## config.mk

```make
export PLATFORM = sky130hd
export DESIGN_NAME = fetch_unit
export DESIGN_NICKNAME = d
export VERILOG_FILES = /design/src/rtl/fetch_pkg.sv /design/src/rtl/fetch_fifo.sv /design/src/rtl/fetch_unit.sv
export SDC_FILE = /design/constraint.sdc
export NUM_CORES = 1
export LEC_CHECK = 0
export BUFFER_PORTS_ARGS = -buffer_cell sky130_fd_sc_hd__buf_2
export CAP_MARGIN = 20
export CORE_MARGIN = 3
export CORE_UTILIZATION = 45
export CTS_BUF_LIST = sky130_fd_sc_hd__clkbuf_4
export DETAILED_ROUTE_END_ITERATION = 12
export SLEW_MARGIN = 20
export SYNTH_ARGS = -nofsm -noshare
export SYNTH_HDL_FRONTEND = slang
export SYNTH_HIERARCHICAL = 1
export SYNTH_SLANG_ARGS = --single-unit
```

## constraint.sdc

```tcl
create_clock -name clk -period 3.2 [get_ports clk]
set_input_delay 0.64 -clock clk [delete_from_list [all_inputs] [get_ports clk]]
set_output_delay 0.64 -clock clk [all_outputs]
set_load 0.02 [all_outputs]
```

## src/rtl/fetch_pkg.sv

```systemverilog
`default_nettype none
//------------------------------------------------------------------------------
// Module   : fetch_pkg
// Purpose  : Shared widths and the FIFO entry type for the fetch stage.
// Revision : 1.0 - initial release
//------------------------------------------------------------------------------
package fetch_pkg;

  localparam int XLEN   = 32;
  localparam int INST_W = 32;

  // One buffered fetch: the instruction word paired with the PC it came from.
  typedef struct packed {
    logic [XLEN-1:0]   pc;
    logic [INST_W-1:0] inst;
  } fetch_entry_t;

endpackage
`default_nettype wire

```

## src/rtl/fetch_fifo.sv

```systemverilog
`default_nettype none
//------------------------------------------------------------------------------
// Module   : fetch_fifo
// Purpose  : Small in-order show-ahead FIFO of fetch entries with a
//            single-cycle flush. Head entry is readable whenever not empty.
// Revision : 1.0 - initial release
//------------------------------------------------------------------------------
module fetch_fifo
  import fetch_pkg::*;
#(
  parameter int DEPTH = 4
) (
  input  logic                   clk,
  input  logic                   rstn,
  input  logic                   flush,
  input  logic                   push,
  input  fetch_entry_t           push_data,
  input  logic                   pop,
  output fetch_entry_t           head,
  output logic                   empty,
  output logic [$clog2(DEPTH):0] count
);

  localparam int AW = $clog2(DEPTH);
  localparam logic [AW:0]   FULL    = (AW+1)'(DEPTH);
  localparam logic [AW-1:0] PTR_ONE = AW'(1);
  localparam logic [AW:0]   CNT_ONE = (AW+1)'(1);

  fetch_entry_t  mem [DEPTH];
  logic [AW-1:0] rd_ptr;
  logic [AW-1:0] wr_ptr;
  logic          do_push;
  logic          do_pop;

  // The guards keep the pointers consistent even if a caller misbehaves.
  assign empty   = (count == '0);
  assign do_push = push & (count != FULL);
  assign do_pop  = pop & ~empty;
  assign head    = mem[rd_ptr];

  // Storage write; entries carry no reset since validity is tracked by count.
  always_ff @(posedge clk) begin
    if (do_push) begin
      mem[wr_ptr] <= push_data;
    end
  end

  // Pointer and occupancy bookkeeping; flush empties the queue in one edge.
  always_ff @(posedge clk) begin
    if (!rstn || flush) begin
      rd_ptr <= '0;
      wr_ptr <= '0;
      count  <= '0;
    end else begin
      if (do_push) begin
        wr_ptr <= wr_ptr + PTR_ONE;
      end
      if (do_pop) begin
        rd_ptr <= rd_ptr + PTR_ONE;
      end
      case ({do_push, do_pop})
        2'b10:   count <= count + CNT_ONE;
        2'b01:   count <= count - CNT_ONE;
        default: count <= count;
      endcase
    end
  end

endmodule
`default_nettype wire

```

## src/rtl/fetch_unit.sv

```systemverilog
`default_nettype none
//------------------------------------------------------------------------------
// Module   : fetch_unit
// Purpose  : Instruction fetch stage. Issues word reads to a fixed-latency
//            BRAM while buffer space (FIFO plus in-flight reads) allows,
//            advances the core PC with pcread, and hands {inst, inst_pc} to
//            decode over valid/ready. A redirect flushes everything.
// Options  : FETCH_PERF_CNT_EN adds perf_fetched / perf_bubble counters.
// Revision : 1.0 - initial release
//------------------------------------------------------------------------------
module fetch_unit
  import fetch_pkg::*;
#(
  parameter int DEPTH    = 4,
  parameter int IMEM_LAT = 1,
  parameter int IMEM_AW  = 14
) (
  input  logic               clk,
  input  logic               rstn,
  input  logic [XLEN-1:0]    pc,
  output logic               pcread,
  input  logic               redirect,
  output logic               imem_en,
  output logic [IMEM_AW-1:0] imem_addr,
  input  logic [INST_W-1:0]  imem_rdata,
  output logic               inst_valid,
  input  logic               inst_ready,
  output logic [INST_W-1:0]  inst,
  output logic [XLEN-1:0]    inst_pc
`ifdef FETCH_PERF_CNT_EN
  ,
  output logic [31:0]        perf_fetched,
  output logic [31:0]        perf_bubble
`endif
);

  localparam int CW = $clog2(DEPTH) + 1;
  localparam int OW = $clog2(DEPTH + IMEM_LAT + 1) + 1;
  localparam logic [OW-1:0] DEPTH_OCC = OW'(DEPTH);

  logic [IMEM_LAT-1:0] fl_valid;
  logic [XLEN-1:0]     fl_pc [IMEM_LAT];
  logic [CW-1:0]       fifo_count;
  logic                fifo_empty;
  fetch_entry_t        fifo_head;
  fetch_entry_t        push_entry;
  logic [OW-1:0]       inflight;
  logic [OW-1:0]       occ;
  logic                issue;
  logic                push;
  logic                pop;

  // Number of reads still travelling through the BRAM pipeline.
  always_comb begin
    inflight = '0;
    for (int i = 0; i < IMEM_LAT; i++) begin
      inflight = inflight + OW'(fl_valid[i]);
    end
  end

  // Reserve a FIFO slot for every in-flight read so a push can never overflow.
  assign occ       = OW'(fifo_count) + inflight;
  assign issue     = rstn & ~redirect & (occ < DEPTH_OCC);
  assign pcread    = issue;
  assign imem_en   = issue;
  assign imem_addr = pc[IMEM_AW+1:2];

  // In-flight valid bits; cleared by reset and redirect so late data is dropped.
  always_ff @(posedge clk) begin
    if (!rstn || redirect) begin
      fl_valid <= '0;
    end else begin
      fl_valid[0] <= issue;
      for (int i = 1; i < IMEM_LAT; i++) begin
        fl_valid[i] <= fl_valid[i-1];
      end
    end
  end

  // PC of each in-flight read travels alongside its valid bit.
  always_ff @(posedge clk) begin
    fl_pc[0] <= pc;
    for (int i = 1; i < IMEM_LAT; i++) begin
      fl_pc[i] <= fl_pc[i-1];
    end
  end

  assign push            = fl_valid[IMEM_LAT-1];
  assign push_entry.pc   = fl_pc[IMEM_LAT-1];
  assign push_entry.inst = imem_rdata;

  fetch_fifo #(
    .DEPTH (DEPTH)
  ) u_fifo (
    .clk       (clk),
    .rstn      (rstn),
    .flush     (redirect),
    .push      (push),
    .push_data (push_entry),
    .pop       (pop),
    .head      (fifo_head),
    .empty     (fifo_empty),
    .count     (fifo_count)
  );

  // Outputs are gated by rstn so they read zero for the whole reset cycle.
  assign inst_valid = rstn & ~fifo_empty;
  assign inst       = inst_valid ? fifo_head.inst : '0;
  assign inst_pc    = inst_valid ? fifo_head.pc   : '0;
  assign pop        = inst_valid & inst_ready;

`ifdef FETCH_PERF_CNT_EN
  // Delivered-instruction and starved-decode counters; unaffected by redirect.
  always_ff @(posedge clk) begin
    if (!rstn) begin
      perf_fetched <= '0;
      perf_bubble  <= '0;
    end else begin
      if (pop) begin
        perf_fetched <= perf_fetched + 32'd1;
      end
      if (!inst_valid && inst_ready) begin
        perf_bubble <= perf_bubble + 32'd1;
      end
    end
  end
`endif

endmodule
`default_nettype wire
```

==> metrics.yaml, run 1 <==
status: "completed"
via_per_inst: 4.97
hp-start: "pc[22]"
synth_cell_types: 32
die-width_um: 163
drv_slew: 0
layout.nets: 786
crit_buf_inv: 2
ctsResizeCount: 0
whs_path_depth: 1
yosysTopAreaCell: "edfxtp_1"
start_util_pct: 46.5
slew_headroom_pct: 29.2
portBuffers: 148
path_clk_slew_ps: 70
postSynthAreaPerCell_um2: 21.6
maxCapViolCount: 0
final_common_cell: "edfxtp_1"
fillerInstances: 1933
layout_common_cells: "edfxtp_1 (256), buf_2 (148), clkbuf_4 (125)"
hold_end: "fl_pc[0][22]"
critical-path-max-stage-delay_ps: 480
setup_slack_ps: 237
syn_to_final_growth_pct: 18.3
crit_family: "buffers and inverters"
power.leakage_nw: 4.73
drc: 0
cp-start-kind: "flop"
cp.required_ps: 2560
ys_seq_area_share_pct: 77.0
grtUsageTotal_pct: 15.9
cp_max_fo: 65
worst_slew_pin_slew_ps: 1060
power_density_nw_per_um2: 597
rsz0062_at_grt: "false"
regToRegEndpoint: "u_fifo/count[2]"
grt_pass1_wl_um: 32100
dpl_worst_slack_ps: 599
grt_max_degree: 66
drt_first_pass_iters: 4
async_flop_share_pct: 0
worstRegToRegCells: 10
worst_skew_pair.late_latency_ps: 640
max_freq_ghz: 0.338
antenna_found_initial: 2
clock_sinks: 298
synth_edf_count: 256
wire_per_inst_um: 18.9
coreArea_um2: 23800
dp_hpwl_um: 11500
die-area_um2: 26500
setup_viol: 0
gp_congestion: 0.666
vias: 5417
ios: 149
ys_ff_latch: 298
min_period_ps: 2960
yosys_warnings: 6
crit_slowest_cell: "buf_4"
fin_hold_ws_ps: 97.9
drive_above_1_share_pct: 47.2
die_h_um: 163
reg2reg_from: "u_fifo/count[0]"
drt_iter0_drc: 257
root_buffer: "clkbuf_4"
clock_path_buffers: 3
clock_skew_ps: 28.8
cts_tree: "yes"
fp-row-count: 56
overflow: 0
syn_area_um2: 11100
synth_top_area_share_pct: 69.4
setup_tns_ps: 0
crit_arrival_ps: 2320
synth.area.top_cells: "edfxtp_1 (69%), mux4_2 (13%), dfxtp_1 (7.6%)"
routed_wl_um: 20600
synth_nets: 586
ir_worst_vdd_mv: 0.334
synthCells: 512
synth_flop_cell: "edfxtp_1"
end_kind: "output port"
grt_pass1_vias: 6108
hold_viol: 0
finalCritPeriodShare_pct: 92.6
worst-path-stages: 5
cts-buffers-inserted: 75
crit_chain: "nor3_2 -> nor2b_4 -> buf_4 -> and2_1 -> buf_2"
ant_nets: 0
cts.htree.levels: 3
hold_path.class: "input port to flop"
reg2reg_slack_ps: 850
critical_path_class: "flop to output port"
state kept, by name, summed over array words and instances, names as in the netlist, named ones only:
signal	count
fl_pc	32
u_fifo/rd_ptr	2
fl_valid	1
u_fifo/mem	256
u_fifo/wr_ptr	2
u_fifo/count	3
how the worst max path moves through the flow:
stage	startpoint	endpoint	slack, ps
floorplan	u_fifo/count[2]	u_fifo/mem[0][0]	630
global placement	rstn	inst[26]	600
detailed placement	rstn	inst[26]	600
CTS	flop	inst_pc[13]	40
global route	u_fifo/count[0]	inst[26]	60
finish	u_fifo/count[0]	inst[26]	240
what timing repair did:
| action | in CTS | in global routing |
|---|---|---|
| hold buffers | 0 | 0 |
| buffers inserted | 0 | 1 |
| endpoints found under the setup margin | 0 | 27 |
synth_stat cells (3+ instances only):
library cell / number
o21ai_0: 4
a21oi_1: 3
edfxtp_1: 256
mux4_2: 62
nand2_1: 4
dfxtp_1: 42
and2_1: 65
buf_2: 7
buf_6: 6
buf_12: 6
nor2_1: 6
inv_1: 5
buf_4: 15
ha_1: 5
and3_1: 6
stage by stage:
stage / utilization (%) / instance area (um^2) / power [mW] / instances
4_1_cts: 54.7 / 13000 / 7.95 / 1086
6_report: 55.0 / 13100 / 7.81 / 1089
3_3_place_gp: 50.4 / 12000 / 4.61 / 952
2_1_floorplan: - / 11100 / 4.52 / 512
5_1_grt: 55.0 / 13100 / 8.19 / 1089
3_5_place_dp: 50.4 / 12000 / 4.62 / 952
layout make-up:
class                   instances  area (um^2)  area share (%)
clock inverters                 9         86.3           0.659
repair buffers                159          913            6.97
diodes                          1         2.50          0.0191
flip-flops and latches        298         8540            65.2
clock buffers                 125          938            7.17
inverters                       5         18.8           0.143
well taps                     319          399            3.05
multi-input cells             173         2200            16.8
metal layers:
layer / track usage (%) / share of wire (%) / vias to the layer above
li1: - / - / 2476
met1: 20.0 / 42 / 2714
met2: 26.0 / 49 / 198
met3: 4.73 / 7.2 / 27
met4: 6.23 / 1.7 / 2
met5: 0 / 0.068 / -
cells by family after synthesis:
group	share of synthesized area, %
adders and majority gates	0.746
buffers and inverters	3.28
xor gates and xnor gates	0.158
muxes	13.3
AOI/OAI and AO/OA	0.316
DFF	77.0
and+or+nand+nor	5.21
power breakdown:
part           internal, mW  leakage [nW]  total, mW  switching, mW
clock network          1.91         0.625       3.28           1.37
logic                0.0909          1.43      0.211          0.120
registers              4.29          2.68       4.32         0.0323
total                  6.29          4.73       7.81           1.52
Power figures use the tool's default switching activity.
==> run 2: changes to the inputs <==
--- a/config.mk
+++ b/config.mk
@@ -7,10 +7,12 @@
 export LEC_CHECK = 0
 export BUFFER_PORTS_ARGS = -buffer_cell sky130_fd_sc_hd__buf_2
 export CAP_MARGIN = 20
+export CORE_ASPECT_RATIO = 1.75
 export CORE_MARGIN = 3
-export CORE_UTILIZATION = 45
+export CORE_UTILIZATION = 36
 export CTS_BUF_LIST = sky130_fd_sc_hd__clkbuf_4
 export DETAILED_ROUTE_END_ITERATION = 12
+export PLACE_DENSITY = 0.59
 export SLEW_MARGIN = 20
 export SYNTH_ARGS = -nofsm -noshare
 export SYNTH_HDL_FRONTEND = slang
==> metrics.yaml, run 2 (synthesized netlist as in run 1, its figures left out) <==
status: "completed"
cp.required_ps: 2560
antenna_found_initial: 2
cp-start-kind: "flop"
critical_path_class: "flop to output port"
hold_viol: 0
via_per_inst: 4.69
cp_max_fo: 25
ctsResizeCount: 0
p_sw_share_pct: 20.8
critical-path-max-stage-delay_ps: 510
end_kind: "output port"
largest_reg_flops: 256
regToRegEndpoint: "u_fifo/count[2]"
wire_per_inst_um: 18.3
slew_headroom_pct: 27.3
drv_slew: 0
min_period_ps: 2870
reg2reg_slack_ps: 840
ant_nets: 0
root_buffer: "clkbuf_4"
die_h_um: 238
reg2reg_from: "u_fifo/count[0]"
grt_pass1_wl_um: 34100
drt_first_pass_iters: 4
whs_path_depth: 1
p_clk_share_pct: 38.9
start_util_pct: 36.7
clock_skew_ps: 27.9
drt_iter0_drc: 219
cts_tree: "yes"
rsz0062_at_grt: "false"
cts.htree.levels: 3
cts-buffers-inserted: 70
max_freq_ghz: 0.349
top_regs: "u_fifo/mem x256, fl_pc x32, u_fifo/count x3"
layout_common_cells: "edfxtp_1 (256), buf_2 (148), clkbuf_4 (105)"
fp-row-count: 84
dp_hpwl_um: 12600
overflow: 0
setup_viol: 0
hold_end: "fl_pc[0][8]"
grt_max_degree: 65
portBuffers: 148
clock_sinks: 298
p_int_mw: 5.91
p_total_mw: 7.47
layout.nets: 812
power_switching_mw: 1.55
drive_above_1_share_pct: 43.3
stdcell_area_um2: 13300
placed_cell_area_um2: 12100
die-width_um: 139
pwr-share-seq_pct: 57.8
regMostFlops: "u_fifo/mem"
setup_tns_ps: 0
vias: 5546
grtUsageTotal_pct: 13.6
final_common_cell: "edfxtp_1"
power_density_nw_per_um2: 561
maxCapViolCount: 0
die-area_um2: 33000
ir_worst_vdd_mv: 0.314
gp_congestion: 0.731
worst_slew_pin_slew_ps: 1090
path_clk_slew_ps: 70
coreArea_um2: 30200
crit_chain: "buf_12 -> mux4_2 -> and2_1 -> buf_2"
hp-start: "pc[8]"
ios: 149
hold_path.class: "input port to flop"
crit_arrival_ps: 2230
fin_util_pct: 44.2
crit_slowest_cell: "mux4_2"
syn_to_final_growth_pct: 20.3
clock_path_buffers: 3
power.leakage_nw: 4.75
grt_pass1_vias: 6375
p_comb_share_pct: 3.3
finalCritPeriodShare_pct: 89.6
worstRegToRegCells: 10
worst_skew_pair.late_latency_ps: 710
drc: 0
routed_wl_um: 21600
-- run 2: critical path, delay by kind of cell (launching register included) --
family	cells	cell delay, ps
muxes	1	510
DFF	1	400
and+or+nand+nor	1	190
buffers and inverters	2	410
-- run 2: power groups by stage --
stage	Clock [mW]	Combinational [mW]	Sequential (mW)
floorplan	0	0.124	4.40
detailed placement	0	0.221	4.41
finish	2.90	0.245	4.32
global route	3.25	0.268	4.32
global placement	0	0.214	4.40
CTS	3.07	0.252	4.32
-- run 2: how the worst max path moves through the flow --
stage | depth (start not counted) | from | slack [ps] | endpoint
floorplan | 2 | u_fifo/count[2] | 630 | u_fifo/mem[0][0]
global placement | 10 | rstn | 720 | u_fifo/count[2]
detailed placement | 10 | rstn | 640 | u_fifo/count[2]
CTS | 4 | flop | 180 | inst_pc[31]
global route | 4 | flop | 160 | inst_pc[29]
finish | 4 | flop | 330 | inst[25]
-- run 2: per-stage QoR --
stage	cells	setup WS (ps)	hold WS, ps
6_report	1182	333	103
2_1_floorplan	512	628	438
3_3_place_gp	1019	716	449
3_5_place_dp	1019	645	463
4_1_cts	1180	177	6.83
5_1_grt	1182	158	34.7
-- run 2: timing repair --
action	4_1_cts	5_1_grt
hold buffers	31	0
endpoints found under the hold margin	31	0
setup buffers	3	0
endpoints found under the setup margin	31	0
-- run 2: cell type report --
class                      instances  area (um^2)
inverter                           5         18.8
fill                            2624        16800
multi-input combinational        173         2200
antenna                            2         5.00
tap                              387          484
clock buffer                     105          788
timing repair buffer             190         1200
clock inverter                    22         90.1
sequential                       298         8540
-- run 2: metal layers --
metal | global-route usage [%] | up-vias | wire, um
li1 | - | 2517 | -
met1 | 14.0 | 2816 | 7720
met2 | 24.7 | 173 | 12000
met3 | 3.75 | 40 | 1190
met4 | 7.73 | 0 | 707
met5 | 0 | - | 0
